<file path="src/rtl/rr_arb_pkg.sv">
// Shared types and helpers for the round-robin select arbiter.
// Keeps select-width and modulo-increment logic in one place so every N agrees.
package rr_arb_pkg;

  typedef enum logic {
    IDLE = 1'b0,
    HOLD = 1'b1
  } arb_state_t;

  // Index width for N requesters; never narrower than one bit.
  function automatic int unsigned sel_w(input int unsigned n);
    return (n <= 2) ? 1 : $clog2(n);
  endfunction

  // Increment modulo n without relying on power-of-two wrap.
  function automatic int unsigned rot_next(input int unsigned p, input int unsigned n);
    return (p + 1 >= n) ? 0 : p + 1;
  endfunction

endpackage

</file>
<file path="src/rtl/rr_sel_arbiter_pick.sv">
// Combinational round-robin picker: first set request at or after ptr, wrapping at N.
module rr_pick
  import rr_arb_pkg::*;
#(
  parameter int unsigned N     = 4,
  parameter int unsigned SEL_W = sel_w(N)
) (
  input  logic [N-1:0]     req_i,
  input  logic [SEL_W-1:0] ptr_i,
  output logic             found_o,
  output logic [SEL_W-1:0] winner_o
);

  logic [N-1:0] rot;
  logic         hit;
  int unsigned  off;
  int unsigned  sum;

  always_comb begin
    // Rotating a doubled copy puts channel ptr at bit 0 with wraparound built in.
    rot = N'({req_i, req_i} >> ptr_i);
    hit = 1'b0;
    off = 0;
    for (int unsigned i = 0; i < N; i++) begin
      if (rot[i] && !hit) begin
        hit = 1'b1;
        off = i;
      end
    end
    sum = 32'(ptr_i) + off;
    if (sum >= N) sum = sum - N;
    found_o  = hit;
    winner_o = SEL_W'(sum);
  end

endmodule

</file>
<file path="src/rtl/rr_sel_arbiter.sv">
// Round-robin arbiter driving a Mux select, with a sticky valid/ready grant.
module rr_sel_arbiter
  import rr_arb_pkg::*;
#(
  parameter  int unsigned N     = 4,
  localparam int unsigned SEL_W = sel_w(N)
) (
  input  logic             clk,
  input  logic             rst_n,
  input  logic [N-1:0]     req,
  output logic             grant_valid,
  output logic [SEL_W-1:0] grant_sel,
  output logic [N-1:0]     grant_onehot,
  input  logic             grant_ready
);

  arb_state_t       state_q, state_d;
  logic [SEL_W-1:0] ptr_q, ptr_d;
  logic [SEL_W-1:0] sel_q, sel_d;
  logic [N-1:0]     onehot_q, onehot_d;
  logic             load;
  logic             found;
  logic [SEL_W-1:0] winner;

  rr_pick #(.N(N), .SEL_W(SEL_W)) u_pick (
    .req_i    (req),
    .ptr_i    (ptr_q),
    .found_o  (found),
    .winner_o (winner)
  );

  assign load = (state_q == IDLE) || grant_ready;

  always_comb begin
    state_d  = state_q;
    ptr_d    = ptr_q;
    sel_d    = sel_q;
    onehot_d = onehot_q;
    if (load) begin
      if (found) begin
        state_d  = HOLD;
        sel_d    = winner;
        onehot_d = N'(1) << winner;
        ptr_d    = SEL_W'(rot_next(32'(winner), N));
      end else begin
        // Nothing to grant: drop valid but leave sel and ptr where they were.
        state_d  = IDLE;
        onehot_d = '0;
      end
    end
  end

  always_ff @(posedge clk or negedge rst_n) begin
    if (!rst_n) begin
      state_q  <= IDLE;
      ptr_q    <= '0;
      sel_q    <= '0;
      onehot_q <= '0;
    end else begin
      state_q  <= state_d;
      ptr_q    <= ptr_d;
      sel_q    <= sel_d;
      onehot_q <= onehot_d;
    end
  end

  assign grant_valid  = (state_q == HOLD);
  assign grant_sel    = sel_q;
  assign grant_onehot = onehot_q;

endmodule

</file>
<file path="config.mk">
export PLATFORM = sky130hd
export DESIGN_NAME = rr_sel_arbiter
export DESIGN_NICKNAME = d
export VERILOG_FILES = /design/src/rtl/rr_arb_pkg.sv /design/src/rtl/rr_sel_arbiter_pick.sv /design/src/rtl/rr_sel_arbiter.sv
export SDC_FILE = /design/constraint.sdc
export NUM_CORES = 1
export LEC_CHECK = 0
export BUFFER_PORTS_ARGS = -buffer_cell sky130_fd_sc_hd__clkbuf_2
export CAP_MARGIN = 40
export CORE_AREA = 2 2 39 41
export CTS_CLUSTER_DIAMETER = 200
export DETAILED_ROUTE_END_ITERATION = 6
export DIE_AREA = 0 0 41 43
export GPL_TIMING_DRIVEN = 0
export PLACE_DENSITY = 0.72
export SYNTH_ARGS = -nofsm -noshare
export SYNTH_HDL_FRONTEND = slang
export SYNTH_HIERARCHICAL = 1
export SYNTH_SLANG_ARGS = --single-unit
</file>
<file path="constraint.sdc">
create_clock -name clk -period 3.29 [get_ports clk]
set_input_delay 0.329 -clock clk [delete_from_list [all_inputs] [get_ports clk]]
set_output_delay 0.329 -clock clk [all_outputs]
set_load 0.01 [all_outputs]
</file>
After elaboration in Yosys (flattened, before gate mapping)
Index checks and enable logic that the tools add are counted.
{"block": "totals", "out_inout_bits": 7, "input_bits": 7, "wordCells": 31, "register_bits": 9}
{"block": "classes", "shift": 2, "n_reduce_logical": 8, "n_mux": 11, "magnitude_cmp": 2, "n_bitwise": 1, "n_addsub": 3}
{"cell": "$mux 2", "n": 4}
{"cell": "$shr 8x2->4", "n": 1}
{"cell": "$ge 3x3->1 const B", "n": 2}
{"cell": "$mux 1", "n": 6}
{"cell": "$mux 4", "n": 1}
{"cell": "$shl 1x2->4 const A", "n": 1}
{"cell": "$add 2x1->3 const B", "n": 1}
{"cell": "$add 2x2->3", "n": 1}
{"cell": "$logic_and 1x1->1", "n": 3}
{"cell": "$logic_not 1->1", "n": 3}
{"cell": "$reduce_and 2->1", "n": 1}
{"cell": "$sub 2x1->2 const B", "n": 1}
{"cell": "$logic_or 1x1->1", "n": 1}
{"cell": "$not 1->1", "n": 1}

Logic depth before layout (Yosys ltp)
Gate-level depths: netlist of run 1.
{"block": "depth", "word_depth": 17, "ltp_mapped": 12, "depth_no_buf": 11}

Cells and area by module
Netlist of run 1, hierarchy kept.
{"module": "rr_sel_arbiter", "cells_each": 36, "seq_area_each_um2": 225.2, "instances": 1, "area_per_inst_um2": 435.4}
{"module": "rr_pick", "cells_each": 27, "seq_area_each_um2": 0.0, "instances": 1, "area_per_inst_um2": 195.2}

Least setup slack after synthesis of run 1
No wires, ideal clock.
{"block": "synth_timing", "path_type": "flip-flop to flip-flop", "startpoint": "reg ptr_q[0]", "endpoint": "reg ptr_q[1]", "setup_slack_ps": 785, "path_stages_with_launch": 12, "setup_ps": 125, "n_path_buf": 1, "required_time_ps": 3165, "period_less_slack_ps": 2505, "arrival_ps": 2380, "cell_sequence": "dfrtp_1 buf_8 and2b_2 a221o_2 nand2_1 o221ai_1 ha_1 xnor2_1 xnor2_1 inv_1 ha_1 mux2_4"}
{"block": "synth_via", "elab_chain_len": 17, "elab_cells_between_ends": 22, "cone_classes": "add/sub (3); order compare (2); shift (1); mux (9); reduce/logical (7)"}
{"item": "start: declaration", "line_no": "rr_sel_arbiter.sv:18", "rtl": "logic [SEL_W-1:0] ptr_q, ptr_d;"}
{"item": "start signal: assignment", "line_no": "rr_sel_arbiter.sv:61", "rtl": "ptr_q <= ptr_d;"}
{"item": "$shr 8x2->4", "line_no": "rr_sel_arbiter_pick.sv:21", "rtl": "rot = N'({req_i, req_i} >> ptr_i);"}
{"item": "$mux 1", "line_no": "rr_sel_arbiter_pick.sv:25", "rtl": "if (rot[i] && !hit) begin"}
{"item": "$logic_not 1->1", "line_no": "rr_sel_arbiter_pick.sv:25"}
{"item": "$logic_and 1x1->1", "line_no": "rr_sel_arbiter_pick.sv:25"}
{"item": "$mux 1", "line_no": "rr_sel_arbiter_pick.sv:25"}
{"item": "$logic_not 1->1", "line_no": "rr_sel_arbiter_pick.sv:25"}
{"item": "$logic_and 1x1->1", "line_no": "rr_sel_arbiter_pick.sv:25"}
{"item": "$mux 1", "line_no": "rr_sel_arbiter_pick.sv:25"}
{"item": "(+2 left out)"}
{"item": "$mux 2", "line_no": "rr_sel_arbiter_pick.sv:25"}
{"item": "$add 2x2->3 (*)", "line_no": "rr_sel_arbiter_pick.sv:30", "rtl": "sum = 32'(ptr_i) + off;"}
{"item": "$ge 3x3->1 / $sub 2x1->2 (equally long branches)", "line_no": "rr_sel_arbiter_pick.sv:31", "rtl": "if (sum >= N) sum = sum - N;"}
{"item": "$mux 2 (*)", "line_no": "rr_sel_arbiter_pick.sv:31"}
{"item": "via winner[1]", "line_no": "rr_sel_arbiter.sv:23", "rtl": "logic [SEL_W-1:0] winner;"}
{"item": "$add 2x1->3 (*)", "line_no": "rr_arb_pkg.sv:17", "rtl": "return (p + 1 >= n) ? 0 : p + 1;"}
{"item": "$ge 3x3->1", "line_no": "rr_arb_pkg.sv:17"}
{"item": "$mux 2 (*)", "line_no": "rr_arb_pkg.sv:17"}
Mark *: on every way through the listed nets, which the timed path passes. The rest lies on a longest branch.
A chain may end at the register's enable or synchronous reset.

Worst setup path after layout of run 1
Same ends and word-level chain as after synthesis.

==> flow_summary.ini, run 1 <==
[clocking]
cts_tree = done
cts_max_level = 1
cts-resized-gates = 0
cts_buffers = 3
clock_sinks = 9
cts_hold_buffers = 1
cts-root-buf = clkbuf_4
cts_setup_buffers = 0
clk_latency_ns = 0.27
clockBufferDepth = 2
clk_pin_slew_ns = 0.06

[pwr]
clkPwrFrac_pct = 12.4
switching_share_pct = 39.3
p_int_uw = 436
p_switching_uw = 282
power_uw = 717
ir_drop_mv = 0.496
cellLeakagePower_uw = 0.000389
p_per_area_nw_per_um2 = 954
pwr-share-comb_pct = 62.0
pwr-share-seq_pct = 25.5

[synth]
ys.flop_type = dfrtp_1
syn_area_per_cell_um2 = 10.0
postSynth.asyncResetShare_pct = 100
yosysUniqueCellTypes = 24
synth_top_area_share_pct = 35.7
synth_area_leader_cell = dfrtp_1
synth.most_common_cell = nand2_1
synth.area.top_cells = dfrtp_1 (36%), ha_1 (9.9%), mux2_4 (9.5%)
synth_nets = 75
ys_ff_latch = 9
synth_seq_area_share_pct = 35.7
synth_edf_count = 0
synthTopCellsByCount = nand2_1 (13), dfrtp_1 (9), ha_1 (5), nor2_1 (5)
ys_warn_count = 6
synth_area_um2 = 631
synth_cells = 63

[floorplan]
core_um2 = 1380
die-width_um = 41
die_area_um2 = 1760
start_util_pct = 45.6
io_pins = 14
placementRows = 14
fp.dieH_um = 43

[route]
num_vias = 490
vias_per_cell = 5.05
dr.pass1.iters = 4
drtAntennaViolNets = 0
wirelength_um = 1150
routedWlPerCell_um = 11.9
dr.first_iter.drc_count = 5
remaining_drc_errors = 0

[sta]
setup-tns-final_ns = 0
final_max_slew_viol_count = 0
tightest_slew_ns = 0.340
rsz0062_at_grt = no
timing.slew.headroom_pct = 77.1
hold_viol_final = 0
max_freq_mhz = 371
timing.final.crit_share_pct = 81.9
skew_ns = 0.000644
worst_slack_ns = 0.595
finalSetupViolCount = 0
period_needed_ns = 2.69

[worst_setup_path]
crit_required_ns = 3.45
rr_startpoint = ptr_q[0]
crit_path_start_kind = register
worstSetupPathType = reg -> reg
crit_start = ptr_q[0]
worstSetupEndpointType = register
arrival_ns = 2.85
critPathMaxFanout = 9

[cells_and_area]
fillers = 142
drive_gt1_share_pct = 34.6
diodes = 0
fin_nets = 94
fin_area_um2 = 752
area_growth_pct = 19.2

[global_routing]
grt_antenna_before_repair = 0
grtUsageTotal_pct = 17.5
overflow = 0
grt_pass1_wl_um = 2010
grt_max_degree = 10
first_global_vias = 457

[hold_path]
hold_path.class = in -> reg
min-delay-start = grant_ready

[place]
placed_cell_area_um2 = 716
gp_congestion = 0.712
place_ws_ns = 0.637
dp_hpwl_um = 868
io_buffers = 13

[run_status]
status = finished clean

[job]
maxCapViolCount = 0
==> layout make-up <==
type                       count  area [um2]  area share, %
buffer                         2        20.0           2.66
clock buffer                   4        26.3           3.49
inverter                       3        11.3           1.50
multi-input combinational     49         374           49.8
sequential                     9         225           30.0
tap                           16        20.0           2.66
timing repair buffer          14        75.1           9.98
==> critical path, stage by stage, from the launching register on <==
cell and delay, ns:
dfrtp_1 0.42, buf_8 0.15, and2b_2 0.19, a221o_2 0.32, nand2_1 0.06, o221ai_1 0.10, ha_1 0.22, xnor2_1 0.13
xnor2_1 0.30, inv_1 0.11, ha_1 0.30, mux2_4 0.27
==> power groups by stage <==
stage          clock network, uW  registers [uW]  logic (uW)
3_5_place_dp                   0             185         437
3_3_place_gp                   0             183         432
4_1_cts                     92.5             184         452
2_1_floorplan                  0             197         333
5_1_grt                      101             191         510
6_report                    89.3             183         445
==> per-stage QoR <==
step	std cells	hold slack (ns)	utilization [%]
2_1_floorplan	63	0.0334	-
3_3_place_gp	92	0.192	51.7
3_5_place_dp	92	0.205	51.7
4_1_cts	97	0.404	54.3
5_1_grt	97	0.434	54.3
6_report	97	0.402	54.3
==> cell families after synthesis <==
kind of cell             Yosys count  share of synthesized area [%]
multiplexers                       6                           12.9
buffers and inverters              5                           4.96
AO/OA/AOI/OAI                      6                           9.13
flip-flops                         9                           35.7
XOR/XNOR                           2                           2.78
AND/OR/NAND/NOR                   30                           24.6
adder cells (fa/ha/maj)            5                           9.92
==> final timing paths <==
kind | end | slack (ns) | depth (start not counted)
setup / recovery | ptr_q[1] | 0.60 | 11
hold / removal | grant_valid | 0.40 | 3
setup reg to reg | ptr_q[1] | 0.60 | 11
hold reg to reg | grant_onehot[0] | 0.47 | 2
max in group asynchronous | grant_onehot[3] | 2.64 | 2
min in group asynchronous | grant_sel[0] | 0.45 | 2
==> registers in the layout, indices dropped and copies added (netlist names) <==
register / cells
grant_sel: 2
grant_onehot: 4
ptr_q: 2
grant_valid: 1
==> routing by layer <==
metal / vias up / track usage (%) / wire length [um]
li1: 252 / - / -
met1: 224 / 21.0 / 515
met2: 10 / 25.6 / 559
met3: 4 / 7.85 / 51
met4: 0 / 8.00 / 25
met5: - / 0 / 0
==> layout by cell type, fill, tap and decap left out <==
| master | instances |
|---|---|
| nand3_1 | 4 |
| nor2_1 | 5 |
| nand4b_1 | 1 |
| nand2_1 | 13 |
| mux2i_1 | 1 |
| nand2b_4 | 1 |
| inv_1 | 3 |
| o221ai_1 | 2 |
| mux2_2 | 1 |
| o311ai_2 | 1 |
| and2b_2 | 1 |
| o211ai_1 | 1 |
| clkbuf_4 | 3 |
| o21ai_0 | 1 |
| buf_2 | 1 |
| buf_8 | 1 |
| nor3_1 | 1 |
| a221o_2 | 1 |
| dfrtp_1 | 9 |
| clkbuf_2 | 13 |
| nand2_4 | 1 |
| dlygate4sd3_1 | 1 |
| mux2_4 | 4 |
| and2b_1 | 1 |
| ha_1 | 5 |
| nand2b_1 | 2 |
| xnor2_1 | 2 |
| clkbuf_1 | 1 |
Note: power is estimated with default switching activity, not from simulation.
==> inputs of run 2 (changes only) <==
==> constraint.sdc (replaced) <==
create_clock -name clk -period 2.79 [get_ports clk]
set_input_delay 0.279 -clock clk [delete_from_list [all_inputs] [get_ports clk]]
set_output_delay 0.279 -clock clk [all_outputs]
set_load 0.01 [all_outputs]
==> run 2 against run 1 <==
Critical path depth unchanged. Register-to-register slack worse by 0.42 ns. Sequential share of layout area down 0.59 points. Via count unchanged. Hold slack worse by 0.052 ns. Worst setup slack worse by 0.42 ns. Global-route usage unchanged. Cell count unchanged. Total power up 22%. Largest cell class unchanged.
==> flow_summary.ini, run 2 (synthesis gave the netlist of run 1 again) <==
[route]
remaining_drc_errors = 0
drtAntennaViolNets = 0
wirelength_um = 1150
routedWlPerCell_um = 11.8
dr.pass1.iters = 4
num_vias = 490
dr.first_iter.drc_count = 3
vias_per_cell = 5.05

[sta]
rsz0062_at_grt = no
skew_ns = 0.00277
tightest_slew_ns = 0.321
timing.final.crit_share_pct = 93.6
worst_slack_ns = 0.180
max_freq_mhz = 383
finalSetupViolCount = 0
hold_viol_final = 0
period_needed_ns = 2.61
final_max_slew_viol_count = 0
timing.slew.headroom_pct = 78.6
setup-tns-final_ns = 0

[global_routing]
grtUsageTotal_pct = 17.5
grt_pass1_wl_um = 2010
overflow = 0
first_global_vias = 457
grt_max_degree = 10
grt_antenna_before_repair = 0

[worst_setup_path]
crit_path_start_kind = register
endpoint = ptr_q[1]
crit_start = ptr_q[0]
max_stage_delay_ns = 0.42
rr_startpoint = ptr_q[0]
worstSetupEndpointType = register
r2r-end = ptr_q[1]
worstSetupPathType = reg -> reg
cp_slowest_cell = dfrtp_1
r2r_setup_slack_ns = 0.18
cpLargestDelayFamily = adder cells
arrival_ns = 2.77
cp_cell_sequence = buf_8, and2b_2, a221o_2, nand2_1, o221ai_1, ha_1, xnor2_2, xnor2_2, inv_1, ha_1, mux2_4
cp.depth = 11
r2r_cells = 11
crit_buf_inv = 2
critPathMaxFanout = 9
crit_required_ns = 2.95

[clocking]
clk_latency_ns = 0.27
cts_buffers = 3
cts_tree = done
cts_setup_buffers = 0
clockBufferDepth = 2
clk_pin_slew_ns = 0.06
cts-root-buf = clkbuf_4
cts_max_level = 1
clock_sinks = 9

[hold_path]
hold_path_depth = 3
hold_path.class = in -> reg

[place]
dp_hpwl_um = 868
placed_cells = 92
gp_congestion = 0.712
placed_cell_area_um2 = 716
io_buffers = 13
place_ws_ns = 0.137

[cells_and_area]
fin_cells = 97
diodes = 0
area_growth_pct = 21.6
largest_register_ffs = 4
drive_gt1_share_pct = 37.0
fin_nets = 94
fin_area_um2 = 767
layout_common_cells = nand2_1 (13), clkbuf_2 (13), dfrtp_1 (9)

[floorplan]
fp.dieH_um = 43
die-width_um = 41
io_pins = 14
placementRows = 14
start_util_pct = 45.6
core_um2 = 1380
die_area_um2 = 1760

[pwr]
power_uw = 878
cellLeakagePower_uw = 0.000399
ir_drop_mv = 0.508
p_per_area_nw_per_um2 = 1150

[run_status]
status = finished clean

[job]
maxCapViolCount = 0
## run 2: cell counts in the layout (fill, tap and decap cells not counted)
No cell type changed its count.
## run 2: layout make-up
class / count / area (um2)
Buffer: 2 / 20.0
Inverter: 3 / 11.3
Clock buffer: 4 / 26.3
Multi-Input combinational cell: 49 / 389
Timing Repair Buffer: 14 / 75.1
Fill cell: 140 / 617
Sequential cell: 9 / 225
Tap cell: 16 / 20.0
## run 2: stage by stage
stage	hold slack, ns	util, %
2_1_floorplan	-0.0166	-
3_5_place_dp	0.155	51.7
6_report	0.350	55.4
5_1_grt	0.385	55.4
3_3_place_gp	0.142	51.7
4_1_cts	0.354	54.3
## run 2: worst register-to-register path, cell delays in order, from the launching register on
cell	delay [ns]
dfrtp_1	0.42
buf_8	0.15
and2b_2	0.19
a221o_2	0.32
nand2_1	0.07
o221ai_1	0.10
ha_1	0.23
xnor2_2	0.15
xnor2_2	0.21
inv_1	0.09
ha_1	0.29
mux2_4	0.27
## run 2: repair_timing
action | CTS | global route
setup endpoints to repair | 0 | 1
hold endpoints to repair | 9 | 0
hold buffers | 1 | 0
resized for setup | 0 | 2
## run 2: report_power, final
group	internal, uW	switching, uW
Clock	55.4	50.8
Sequential	186	29.6
Combinational	293	263
## run 2: worst min path at each step
| stage | slack (ns) | to | from |
|---|---|---|---|
| after floorplan | -0.02 | grant_onehot[0] | rst_n |
| after global placement | 0.14 | grant_sel[1] | rst_n |
| after detailed placement | 0.15 | grant_sel[0] | rst_n |
| after CTS | 0.35 | grant_valid | grant_ready |
| after global routing | 0.39 | grant_onehot[1] | rst_n |
| final | 0.35 | grant_valid | grant_ready |
## run 2: metal layers
| layer | track usage (%) | vias up | wire (um) |
|---|---|---|---|
| li1 | - | 252 | - |
| met1 | 21.0 | 226 | 511 |
| met2 | 25.6 | 8 | 565 |
| met3 | 7.85 | 4 | 46 |
| met4 | 8.00 | 0 | 25 |
| met5 | 0 | - | 0 |
